===== src/rtl/strided_rd_sched_pkg.sv =====
// strided_rd_sched_pkg: shared FSM states, dshape field layout and channel wrap shift.
package strided_rd_sched_pkg;
  typedef enum logic [2:0] {S_IDLE, S_CLR, S_LOAD, S_READ, S_DONE} state_t;
  localparam int C_LSB      = 0;
  localparam int H_LSB      = 16;
  localparam int W_LSB      = 32;
  localparam int FLD_W      = 16;
  localparam int WRAP_SHIFT = 6;
endpackage


===== src/rtl/strided_lane_addr.sv =====
// strided_lane_addr: one read lane; tracks bank (x mod N_BUF_X) and the column-block base address incrementally.
module strided_lane_addr #(
  parameter int N_BUF_X    = 5,
  parameter int B_BUF_ADDR = 9,
  parameter int B_BANK     = 3,
  parameter int LANE       = 0
) (
  input  logic                  clk,
  input  logic                  rstn,
  input  logic                  i_init,
  input  logic                  i_adv,
  input  logic [B_BUF_ADDR-1:0] i_stride,
  input  logic [B_BUF_ADDR-1:0] i_row_off,
  output logic [B_BANK-1:0]     o_bank,
  output logic [B_BUF_ADDR-1:0] o_addr
);
  logic [B_BANK-1:0]     r_rem;
  logic [B_BUF_ADDR-1:0] r_qbase;
  logic                  w_wrap;
  assign w_wrap = r_rem == B_BANK'(N_BUF_X - 1);
  // lanes start at x=LANE < N_BUF_X, so the initial quotient is always zero
  always_ff @(posedge clk) begin
    if (!rstn || i_init) begin
      r_rem   <= B_BANK'(LANE);
      r_qbase <= '0;
    end else if (i_adv) begin
      r_rem   <= w_wrap ? '0 : r_rem + 1'b1;
      r_qbase <= w_wrap ? r_qbase + i_stride : r_qbase;
    end
  end
  assign o_bank = r_rem;
  assign o_addr = r_qbase + i_row_off;
endmodule


===== src/rtl/strided_rd_sched.sv =====
// strided_rd_sched: clear/load/strided-read job scheduler over N_BUF_X banks with N_DSP lanes.
// Optional STRIDED_RD_SCHED_STALL_CNT_EN adds a saturating stall_cnt output.
module strided_rd_sched
  import strided_rd_sched_pkg::*;
#(
  parameter int N_BUF_X    = 5,
  parameter int N_DSP      = 3,
  parameter int B_BUF_ADDR = 9,
  parameter int B_DSHAPE   = 48,
  parameter int B_COORD    = 8
) (
  input  logic                          clk,
  input  logic                          rstn,
  input  logic [B_DSHAPE-1:0]           dshape,
  input  logic                          start,
  input  logic                          abort,
  output logic                          clr,
  input  logic                          ld_done,
  output logic                          rd_valid,
  input  logic                          rd_ready,
  output logic [N_BUF_X-1:0]            rd_bank_en,
  output logic [N_BUF_X*B_BUF_ADDR-1:0] rd_addr,
  output logic [3*B_COORD-1:0]          rd_coord,
  output logic                          busy,
  output logic                          done,
  output logic                          err
`ifdef STRIDED_RD_SCHED_STALL_CNT_EN
  ,output logic [31:0]                  stall_cnt
`endif
);
  localparam int B_BANK = N_BUF_X > 1 ? $clog2(N_BUF_X) : 1;
  state_t r_state, w_next;
  logic [FLD_W-1:0]      r_nwc, r_h, r_w, r_cw, r_y, r_x0;
  logic [FLD_W-1:0]      w_c, w_h, w_w;
  logic [B_BUF_ADDR-1:0] r_stride, r_yoff, w_row_off;
  logic                  r_err, w_bad, w_fire, w_cw_last, w_y_last, w_x_last, w_adv, w_last;
  logic [B_BANK-1:0]     w_bank [N_DSP];
  logic [B_BUF_ADDR-1:0] w_laddr [N_DSP];
  assign w_c       = dshape[C_LSB+:FLD_W];
  assign w_h       = dshape[H_LSB+:FLD_W];
  assign w_w       = dshape[W_LSB+:FLD_W];
  assign w_bad     = (w_c >> WRAP_SHIFT) == '0 || w_h == '0 || w_w < FLD_W'(N_DSP);
  assign w_fire    = r_state == S_READ && rd_ready;
  assign w_cw_last = r_cw == r_nwc - 1'b1;
  assign w_y_last  = r_y == r_h - 1'b1;
  assign w_x_last  = r_x0 == r_w - FLD_W'(N_DSP);
  assign w_adv     = w_fire && w_cw_last && w_y_last;
  assign w_last    = w_adv && w_x_last;
  assign w_row_off = r_yoff + B_BUF_ADDR'(r_cw);
  always_comb begin
    w_next = r_state;
    case (r_state)
      S_IDLE:  w_next = start ? (w_bad ? S_DONE : S_CLR) : S_IDLE;
      S_CLR:   w_next = S_LOAD;
      S_LOAD:  w_next = ld_done ? S_READ : S_LOAD;
      S_READ:  w_next = w_last ? S_DONE : S_READ;
      S_DONE:  w_next = S_IDLE;
      default: w_next = S_IDLE;
    endcase
    if (abort && r_state != S_IDLE) w_next = S_IDLE;
  end
  always_ff @(posedge clk) r_state <= !rstn ? S_IDLE : w_next;
  always_ff @(posedge clk) begin
    if (!rstn) begin
      r_nwc    <= '0;
      r_h      <= '0;
      r_w      <= '0;
      r_err    <= 1'b0;
      r_stride <= '0;
    end else if (r_state == S_IDLE && start) begin
      r_nwc <= w_c >> WRAP_SHIFT;
      r_h   <= w_h;
      r_w   <= w_w;
      r_err <= w_bad;
    end else if (r_state == S_CLR) begin
      r_stride <= B_BUF_ADDR'(r_nwc * r_h);
    end
  end
  // cw innermost, then y, then x0; y's address term n_wrap_c*y kept as a running sum
  always_ff @(posedge clk) begin
    if (!rstn || r_state != S_READ) begin
      r_cw   <= '0;
      r_y    <= '0;
      r_x0   <= '0;
      r_yoff <= '0;
    end else if (w_fire) begin
      r_cw <= w_cw_last ? '0 : r_cw + 1'b1;
      if (w_cw_last) begin
        r_y    <= w_y_last ? '0 : r_y + 1'b1;
        r_yoff <= w_y_last ? '0 : r_yoff + B_BUF_ADDR'(r_nwc);
        r_x0   <= w_y_last ? r_x0 + 1'b1 : r_x0;
      end
    end
  end
  for (genvar k = 0; k < N_DSP; k++) begin : g_lane
    strided_lane_addr #(
      .N_BUF_X(N_BUF_X), .B_BUF_ADDR(B_BUF_ADDR), .B_BANK(B_BANK), .LANE(k)
    ) u_lane (
      .clk(clk), .rstn(rstn), .i_init(r_state != S_READ), .i_adv(w_adv),
      .i_stride(r_stride), .i_row_off(w_row_off), .o_bank(w_bank[k]), .o_addr(w_laddr[k])
    );
  end
  always_comb begin
    rd_bank_en = '0;
    rd_addr    = '0;
    if (r_state == S_READ)
      for (int k = 0; k < N_DSP; k++) begin
        rd_bank_en[w_bank[k]] = 1'b1;
        rd_addr[int'(w_bank[k])*B_BUF_ADDR+:B_BUF_ADDR] = w_laddr[k];
      end
  end
  assign rd_valid = r_state == S_READ;
  assign rd_coord = rd_valid ? {r_cw[B_COORD-1:0], r_y[B_COORD-1:0], r_x0[B_COORD-1:0]} : '0;
  assign clr      = r_state == S_CLR;
  assign done     = r_state == S_DONE;
  assign busy     = r_state != S_IDLE;
  assign err      = r_err;
`ifdef STRIDED_RD_SCHED_STALL_CNT_EN
  logic [31:0] r_stall_cnt;
  always_ff @(posedge clk) begin
    if (!rstn || (r_state == S_IDLE && start)) r_stall_cnt <= '0;
    else if (r_state == S_READ && !rd_ready && r_stall_cnt != '1) r_stall_cnt <= r_stall_cnt + 1'b1;
  end
  assign stall_cnt = r_stall_cnt;
`else
`endif
endmodule


===== config.mk =====
export PLATFORM = sky130hd
export DESIGN_NAME = strided_rd_sched
export DESIGN_NICKNAME = d
export VERILOG_FILES = /design/src/rtl/strided_rd_sched_pkg.sv /design/src/rtl/strided_lane_addr.sv /design/src/rtl/strided_rd_sched.sv
export SDC_FILE = /design/constraint.sdc
export NUM_CORES = 1
export LEC_CHECK = 0
export CAP_MARGIN = 20
export CORE_AREA = 3 3 174 176
export CTS_CLUSTER_DIAMETER = 150
export DETAILED_ROUTE_END_ITERATION = 7
export DIE_AREA = 0 0 177 179
export MAX_ROUTING_LAYER = met4
export PLACE_DENSITY = 0.62
export SETUP_SLACK_MARGIN = 0.05
export SLEW_MARGIN = 30
export SYNTH_ARGS = -nofsm -noshare
export SYNTH_HDL_FRONTEND = slang
export SYNTH_SLANG_ARGS = --single-unit

===== constraint.sdc =====
create_clock -name clk -period 6.1 [get_ports clk]
set_input_delay 0.61 -clock clk [delete_from_list [all_inputs] [get_ports clk]]
set_output_delay 0.61 -clock clk [all_outputs]
set_load 0.03 [all_outputs]

==> impl_results.rst <==
.. list-table::
   :header-rows: 1

   * - Metric
     - Value
   * - Final Setup Violations
     - 0
   * - Worst clock skew
     - 0.0156 ns
   * - Summed negative setup slack over all endpoints
     - 0 ns
   * - Drt total wl
     - 37900 um
   * - Post-synth design cell area
     - 13000 sq um
   * - Normalized max-slew margin
     - between 40% and 50%
   * - Critical Setup Path Class
     - reg2out
   * - Number of buffers inserted by hold repair at cts
     - 0
   * - Met2 WL post-DR
     - 18000 um
   * - Kind of capture point of the worst setup path
     - primary output
   * - Class of the most critical hold timing path
     - reg2reg
   * - Asr flop ratio synth
     - 0%
   * - DIE WIDTH
     - around 180 um
   * - Number of port buffers
     - approximately 130
   * - Nets in the synthesized netlist
     - 1886
   * - Synth-to-layout area growth
     - 16.0%
   * - Net count reported at finish
     - around 2000
   * - Number of setup buffers added after CTS
     - 0
   * - First-pass GRT wire length
     - roughly 60000 um
   * - Sequential cell fraction of total power
     - about two fifths
   * - Final Hold Vio Count
     - 0
   * - Highest metal layer with signal wires
     - met4
   * - Peak supply drop
     - between 0.1 and 0.15 mV
   * - Total die area
     - 31700 sq um
   * - Most common library cell in the layout ignoring fill and taps
     - sky130_fd_sc_hd__nand2_1
   * - Yosys reg bits
     - about 150
   * - Area occupied by multi-input gates
     - around 9400 sq um
   * - Global placer's final weighted congestion
     - 0.926
   * - Cell type with the largest total area after synthesis
     - sky130_fd_sc_hd__dfxtp_1
   * - Average footprint of a synthesized cell
     - ~7.6 sq um
   * - Number of distinct library cell variants in the gate-level netlist after synthesis
     - 73
   * - Via/cell ratio
     - 5.67
   * - Worst-Margin Slew
     - 0.827 ns
   * - Via count
     - ~12000
   * - Worst setup slack after placement
     - 0.969 ns
   * - Largest net degree at the start of global routing
     - between 60 and 70
   * - Mux share of post-synthesis cell area
     - around 2.6%
   * - Smallest setup slack after layout
     - ~0.56 ns
   * - Register area share after synthesis
     - between 20% and 30%
   * - Net load switching power
     - approximately 800 uW
   * - Proportion of power drawn by the clock network
     - a little over two fifths
   * - Cell count after synthesis
     - 1701
   * - Instance area at placement
     - about 14000 sq um
   * - Max-capacitance violation count
     - 0
   * - Routed len/inst
     - 17.5 um
   * - Commonest non-fill, non-tap cells in the layout
     - sky130_fd_sc_hd__nand2_1 (239), sky130_fd_sc_hd__nor2_1 (159), sky130_fd_sc_hd__dfxtp_1 (148), sky130_fd_sc_hd__clkdlybuf4s50_1 (126), sky130_fd_sc_hd__ha_1 (105)
   * - Sw Ratio
     - a little under a third
   * - Outcome
     - complete, no violations
   * - Remaining routing DRC violations
     - 0
   * - Top-level I/O count
     - approximately 130
   * - Internal
     - 1.78 mW
   * - Clock Sink Count
     - 148
   * - Number of gates resized after cts
     - 0
   * - Minimum period implied by the final worst setup slack
     - between 5 and 6 ns
   * - Highest attainable clock frequency
     - around 180 MHz
   * - Starting density of the core
     - ~45%
   * - Number of global-route vias before repair
     - around 12000
   * - Cell types occupying the most area after synthesis
     - sky130_fd_sc_hd__dfxtp_1 (23%), sky130_fd_sc_hd__ha_1 (10%), sky130_fd_sc_hd__nand2_1 (6.9%)
   * - Adder and majority cell fraction of the synthesized area
     - 14.1%
   * - Number of antenna violations at the first check in global routing
     - 0
   * - DPL Wire Length
     - between 20000 and 30000 um
   * - Top_reg_cell synth
     - sky130_fd_sc_hd__dfxtp_1
   * - Compound-Gate Fraction of Synth Area
     - between 15 and 20%
   * - Finished Cell Area
     - 15100 sq um
   * - Static Leak
     - about 5.9 nW
   * - Total length of routed met3 wires
     - about 1800 um
   * - WHS
     - about 0.48 ns
   * - Seq. cell area
     - roughly 3000 sq um
   * - Number of nets still failing antenna checks after routing
     - 0
   * - Power share of the combinational group
     - between 10% and 20%
   * - Yosys top cell area share
     - between 20% and 30%
   * - Routed metal-1 wirelength
     - approximately 17000 um
   * - Power Dens Cells
     - roughly 170 nW/um^2
   * - Cts bufs inserted
     - 17
   * - Count of flip-flops with a built-in enable after synthesis
     - 0
   * - Longest Clk Path Bufs
     - 2
   * - Max Slew Vio Count
     - 0
   * - CTS tree
     - built
   * - Required time of the worst setup path
     - around 5.5 ns
   * - Clock latency on the worst-skew pair
     - ~0.44 ns
   * - First drt pass iteration count
     - 8
   * - Count of warnings emitted by yosys
     - 0
   * - GR Util All Layers
     - between 20 and 25%
   * - Detailed router's first-iteration violation count
     - approximately 1000
   * - N_diodes
     - 0
   * - H-tree depth
     - 4
   * - Placement Rows
     - 62
   * - Dominant combinational cell family by area after synthesis
     - simple AND/OR/NAND/NOR gates
   * - Fillers
     - 2785
   * - Global-route congestion overflow total
     - 0
   * - Share of synthesized cell area in and, or, nand and nor gates
     - 27.3%
   * - Clock root cell
     - sky130_fd_sc_hd__clkbuf_16
   * - Setup repair after global routing missed its margin
     - false
   * - Floorplan Core Area
     - roughly 29000 sq um
   * - CTS clk-pin slew, worst paths
     - roughly 0.07 ns
   * - Height of the die
     - around 180 um
   * - Data arrival time of the critical path
     - around 5 ns
   * - Xor and xnor fraction of the mapped netlist area
     - about a tenth
   * - Critical path fanouts, max
     - 8
   * - Launching element type of the critical path
     - flop
   * - Share of layout cells above drive strength 1
     - between 4 and 5%
   * - Final period utilization
     - about nine tenths
   * - Layout Utilization
     - between 50% and 60%
[final cells by class]
cell class	count	share of cell area, %
sequential	148	19.7
inverter	86	2.14
clock buffer	18	2.91
tap	384	3.19
clock inverter	14	1.10
timing repair buffer	137	8.92
multi-input combinational	1378	62.1
[logic make-up (layout without fill, tap and decap cells)]
logic type      count (synthesis)  after routing
compound gates                341            341
xor+xnor                      145            145
buf+inv                       175            255
mux                            33             33
fa+ha+maj                     131            131
flops                         148            148
simple gates                  728            728
[synthesized netlist by cell type (48+ instances only)]
cell,n
sky130_fd_sc_hd__nand2_1,239
sky130_fd_sc_hd__nor2_1,159
sky130_fd_sc_hd__dfxtp_1,148
sky130_fd_sc_hd__ha_1,105
sky130_fd_sc_hd__inv_1,86
sky130_fd_sc_hd__xnor2_1,85
sky130_fd_sc_hd__clkbuf_1,77
sky130_fd_sc_hd__a21oi_1,65
sky130_fd_sc_hd__xor2_1,60
sky130_fd_sc_hd__nand3_1,55
sky130_fd_sc_hd__nor3_1,50
sky130_fd_sc_hd__a21boi_0,49
sky130_fd_sc_hd__and2_1,48
[critical path, cell delays in order, from the launching register on]
cell                              delay, ns
sky130_fd_sc_hd__dfxtp_1               0.53
sky130_fd_sc_hd__ha_1                  0.29
sky130_fd_sc_hd__a21o_1                0.16
sky130_fd_sc_hd__a21oi_1               0.21
sky130_fd_sc_hd__o21bai_1              0.09
sky130_fd_sc_hd__a21oi_1               0.21
sky130_fd_sc_hd__xnor2_1               0.26
sky130_fd_sc_hd__ha_1                  0.37
sky130_fd_sc_hd__o2111ai_1             0.10
sky130_fd_sc_hd__nand3_1               0.15
sky130_fd_sc_hd__o41a_1                0.36
sky130_fd_sc_hd__xor2_1                0.16
sky130_fd_sc_hd__xnor2_1               0.43
sky130_fd_sc_hd__a22oi_1               0.19
sky130_fd_sc_hd__a211oi_1              0.26
sky130_fd_sc_hd__clkdlybuf4s50_1       0.73
[through the flow]
stage | power, mW | instances
after floorplan | 1.38 | 1701
after global placement | 1.50 | 2133
after detailed placement | 1.51 | 2133
after CTS | 2.60 | 2165
after global routing | 2.70 | 2165
final | 2.58 | 2165
[state kept, by name, indices dropped and copies added (netlist names)]
signal and flops:
r_nwc 10, r_h 16, r_state 3, r_cw 16, r_w 16, g_lane.u_lane.o_bank 9, r_stride 9, r_yoff 9
err 1, g_lane.u_lane.r_qbase 27, r_y 16, r_x0 16
[power by group through the flow]
stage / logic [mW] / registers, mW / clock network (mW)
6_report: 0.430 / 1.06 / 1.09
5_1_grt: 0.484 / 1.07 / 1.15
4_1_cts: 0.430 / 1.06 / 1.11
3_5_place_dp: 0.426 / 1.08 / 0
3_3_place_gp: 0.420 / 1.08 / 0
2_1_floorplan: 0.337 / 1.04 / 0
[final timing paths]
check	slack (ns)	depth (start not counted)	start	to
worst max register to register	1.78	14	r_nwc[2]	r_stride[8]
worst min register to register	0.48	2	r_w[15]	r_w[15]
worst min-delay path	0.48	2	r_w[15]	r_w[15]
worst max-delay path	0.56	15	r_cw[1]	rd_addr[35]
[per-layer routing]
layer,GRT usage [%],up-vias
li1,-,6127
met1,30.6,5740
met2,41.2,350
met3,3.37,49
met4,6.58,0
met5,-,-
Note: power is estimated with default switching activity, not from simulation.
==> edit 1 (config.mk and constraints unchanged) <==
The 5 states of `state_t` get a one-hot encoding in 5 bits.
--- a/src/rtl/strided_rd_sched_pkg.sv
+++ b/src/rtl/strided_rd_sched_pkg.sv
@@ -1,6 +1,6 @@
 // strided_rd_sched_pkg: shared FSM states, dshape field layout and channel wrap shift.
 package strided_rd_sched_pkg;
-  typedef enum logic [2:0] {S_IDLE, S_CLR, S_LOAD, S_READ, S_DONE} state_t;
+  typedef enum logic [4:0] {S_IDLE = 5'b00001, S_CLR = 5'b00010, S_LOAD = 5'b00100, S_READ = 5'b01000, S_DONE = 5'b10000} state_t;
   localparam int C_LSB      = 0;
   localparam int H_LSB      = 16;
   localparam int W_LSB      = 32;
Function: same outputs for any inputs over 4 cycles, from zero or initial values and one cycle with rstn low; so few cycles prove little.
==> edit 1 against the unedited design <==
  * Synthesized area grew 0.16%
  * Setup slack improved by 0.043 ns
  * Wire length increased by 3.2%
  * Cell area rose by 0.11%
  * Total power shrank 3.7%
  * Utilization increased by 0.057 points
  * Global-route usage increased by 0.80 points
  * Worst hold slack improved by 0.0044 ns
  * Non-clock buffer count is 2 lower
  * Critical path depth rose by 2
  * Sequential cell count rose by 2
  * Critical path type unchanged
  * Critical endpoint is now rd_addr[17]
==> edit 1: results (changes against the unedited design) <==
GRT
  – First-pass GRT wire length: 62090 um (+2.7%)
  – All-Layer GR Usage: 0.2515 (+0.008030)
  – Vias in the first global route: 11.57k (+0.27%)

Timing
  – Slew margin rel.: 0.3846 (-0.06179)
  – Worst clock skew: 0.02069 ns (+0.005101 ns)
  – Final setup margin: 0.6043 ns (+0.04285 ns)

Placed design
  – Dpl hpwl: 30190 um (+4.7%)
  – Placement Cell Area: 14500 um^2 (+0.24%)

Logic synthesis
  – Top post-synthesis cells by count: 190 x nand2_1, 179 x nor2_1, 150 x dfxtp_1
  – Synth Area in Compound Gates: 0.1928 (+0.01096)
  – Xor/xnor share of the synthesized area: 0.1037 (+0.005900)

Detailed routing
  – Final wirelength: 39110 um (+3.2%)
  – First drt pass iteration count: 5 (-3)
  – Iter 0 DRT Violations: 996 (-1.4%)
  – Vias: 12.34k (+0.61%)

Critical path
  – R2r endpoint: g_lane[0].u_lane.r_qbase[2]
  – Reg-to-reg critical path startpoint: r_h[0]
  – R2R setup slack: 1.71 ns (-0.07 ns)
  – Crit path arrival time: 4.89 ns (-0.04 ns)
  – Register-to-Register Path Depth: 10 (-4)

Pwr
  – Leak pwr: 5.619 nW (-4.2%)
  – Max VDD drop: 183.2 uV (+64%)
  – Pwr dens: 165.0 nW/um^2 (-3.8%)
  – Comb group: 0.370 mW (-14%)

Cells and area
  – Nets: 1928 (-1.3%)

Status
  – Status: completed
==> edit 1: cell types whose count changed after synthesis, sizes merged, moves of 7 or more <==
cell	before	now
a21oi	65	79
and4	4	11
clkbuf	77	67
nand2	239	190
nor2	159	181
o22ai	27	20
or3	24	17
xnor2	85	99
==> edit 1: area by class of cell <==
class	count	area, um^2
fill	2804	13700
multi-input combinational	1355	9366
sequential	150	3003
timing repair buffer	135	1329
tap	384	480.5
clock buffer	19	442.9
inverter	85	319.1
clock inverter	13	142.6
==> edit 1: stage by stage <==
step                      hold WS (ns)  std cells
after floorplan                 0.4551       1671
after detailed placement        0.4707       2109
final                           0.4830       2141
after global routing            0.5147       2141
after CTS                       0.4893       2141
after global placement          0.4654       2109
==> edit 1: kinds of logic (layout without fill, tap and decap cells) <==
logic type | Yosys count | count (layout)
fa+ha+maj | 130 | 130
buf+inv | 166 | 252
xor+xnor | 154 | 154
compound gates | 360 | 360
flops | 150 | 150
mux | 26 | 26
simple gates | 685 | 685
==> edit 1: worst max path at each step <==
stage | from | to
after global placement | r_cw[1] | rd_addr[17]
after detailed placement | r_cw[1] | rd_addr[17]
after CTS | r_cw[1] | rd_addr[17]
after floorplan | r_cw[1] | rd_addr[17]
final | r_cw[1] | rd_addr[17]
after global routing | r_cw[1] | rd_addr[17]
==> edit 1: worst max-delay path: cells and delay by family (launching register included) <==
family                   cells  cell delay [ns]
flip-flops                   1             0.54
XOR/XNOR                     3             0.79
buffers and inverters        1             0.74
adder cells (fa/ha/maj)      2             0.69
AND/OR/NAND/NOR              3             0.45
AO/OA/AOI/OAI                8             1.24
==> edit 1: per-layer routing <==
layer	track usage	routed length [um]	vias up
li1	-	-	6059
met1	0.3274	17980	5904
met2	0.4255	19030	327
met3	0.02393	1468	51
met4	0.05728	632	0
met5	-	0	-
==> edit 2 (same flow settings) <==
Made on the original files. `B_BUF_ADDR` is set to 9 in 2 places; all go to 11.
--- a/src/rtl/strided_lane_addr.sv
+++ b/src/rtl/strided_lane_addr.sv
@@ -1,7 +1,7 @@
 // strided_lane_addr: one read lane; tracks bank (x mod N_BUF_X) and the column-block base address incrementally.
 module strided_lane_addr #(
   parameter int N_BUF_X    = 5,
-  parameter int B_BUF_ADDR = 9,
+  parameter int B_BUF_ADDR = 11,
   parameter int B_BANK     = 3,
   parameter int LANE       = 0
 ) (
--- a/src/rtl/strided_rd_sched.sv
+++ b/src/rtl/strided_rd_sched.sv
@@ -5,7 +5,7 @@
 #(
   parameter int N_BUF_X    = 5,
   parameter int N_DSP      = 3,
-  parameter int B_BUF_ADDR = 9,
+  parameter int B_BUF_ADDR = 11,
   parameter int B_DSHAPE   = 48,
   parameter int B_COORD    = 8
 ) (
Interface: changed (resized rd_addr); port bits go from 133 to 143. No check against the original RTL was run, so the function may have changed too.
==> edit 2 against the unedited design <==
  * Wire length rose by 21%
  * Setup slack worse by 0.18 ns
  * First-iteration DRC count rose by 9.0%
  * Worst hold slack got worse by 0.0051 ns
  * Sequential power up 5%
  * Synthesized area increased by 16%
  * Count of clock-buffer cells in the layout rose by 3
  * Utilization up 8.2 points
  * Combinational power rose by 15%
  * Total power increased by 5.8%
  * Non-clock buffer count increased by 34
  * Cell area increased by 16%
  * Clock power up 4%
  * Sequential cell count increased by 10
  * Critical path type unchanged
  * Critical endpoint is now rd_addr[51]
  * Largest power group unchanged
==> edit 2: results (changes against the unedited design) <==
Critical path
  – Crit Path Max Fanout: 6 (-2)
  – Register-to-Register Path Depth: 15 (+1)
  – Crit path arrival time: 5.11 ns (+0.18 ns)

Timing
  – Worst clock skew: 0.009414 ns (-0.006179 ns)
  – Slew margin rel.: 0.3564 (-0.09006)

Status
  – Status: completed

Detailed routing
  – Vias: 14.67k (+20%)
  – First drt pass iteration count: 5 (-3)
  – DR WL/cell: 18.66 um (+6.7%)
  – Metal3 WL: 2164 um (+19%)
  – Post-Route M1 WL: 19840 um (+15%)
  – Iter 0 DRT Violations: 1101 (+9.0%)

Placed design
  – Placer Congestion: 0.9592 (+3.6%)
  – Placement Setup Slack: 0.4493 ns (-0.5194 ns)
  – IO buf count: 136 (+7.9%)
  – Dpl hpwl: 35890 um (+25%)

Cells and area
  – Share of cells above drive strength 1: 0.04702 (+0.002100)
  – Largest register FFs: 33 (+22%)
  – Filler cells: 2702 (-3.0%)
  – Nets: 2270 (+16%)

GRT
  – Global routing usage on met2: 0.5058 (+0.09359)
  – Vias in the first global route: 13.95k (+21%)
  – Met3 Track Usage GR: 0.04151 (+0.007836)
  – All-Layer GR Usage: 0.2965 (+0.05307)
  – Largest net degree at the start of global routing: 63 (-6.0%)
  – Met1 Use GR: 0.3587 (+0.05267)

Pwr
  – Max VDD drop: 167.7 uV (+50%)
  – P_seq: 1.11 mW (+5%)
  – Clock share of power: 0.412 (-0.011)

Logic synthesis
  – Post-Syn Nets: 2188 (+16%)
  – Top post-synthesis cells by count: 245 x nand2_1, 158 x dfxtp_1, 152 x nor2_1
  – Netlist cell types: 81 (+11%)
  – Post-synthesis sequential area ratio: 0.2100 (-0.01809)
edit 2: final cells by class:
| cell class | instances | area, um^2 | share of cell area |
|---|---|---|---|
| clock buffer | 21 | 480.5 | 0.02758 |
| tap | 384 | 480.5 | 0.02758 |
| inverter | 94 | 352.8 | 0.02025 |
| clock inverter | 9 | 135.1 | 0.007756 |
| sequential | 158 | 3163 | 0.1816 |
| timing repair buffer | 171 | 1632 | 0.09365 |
| multi-input combinational | 1610 | 11180 | 0.6416 |
edit 2: path summary, 6_finish.rpt:
kind	startpoint	endpoint	slack, ns
max	r_cw[0]	rd_addr[51]	0.38
min	r_yoff[7]	r_yoff[7]	0.47
max reg2reg	r_nwc[3]	r_stride[10]	1.16
min reg2reg	r_yoff[7]	r_yoff[7]	0.47
edit 2: through the flow:
step / utilization / total power [mW] / instance area, um^2 / instances / hold slack (ns)
floorplan: - / 1.480 / 15060 / 1970 / 0.4459
detailed placement: 0.5816 / 1.625 / 16740 / 2417 / 0.4654
global placement: 0.5815 / 1.614 / 16740 / 2417 / 0.4586
finish: 0.6053 / 2.734 / 17420 / 2447 / 0.4735
CTS: 0.6033 / 2.754 / 17360 / 2447 / 0.4720
global route: 0.6053 / 2.854 / 17420 / 2447 / 0.4737
edit 2: logic make-up after synthesis:
kind of cell | count (synthesis) | synth area share
AO/OA/AOI/OAI | 425 | 0.1942
XOR/XNOR | 170 | 0.09987
adder cells (fa/ha/maj) | 164 | 0.1552
buffers and inverters | 202 | 0.05267
flip-flops | 158 | 0.2100
multiplexers | 13 | 0.008640
AND/OR/NAND/NOR | 838 | 0.2793
edit 2: repair_timing:
item | in CTS | in global routing
gates resized for setup | 2 | 12
endpoints found under the setup margin | 3 | 16
setup buffers | 0 | 0
pin swaps | 0 | 0
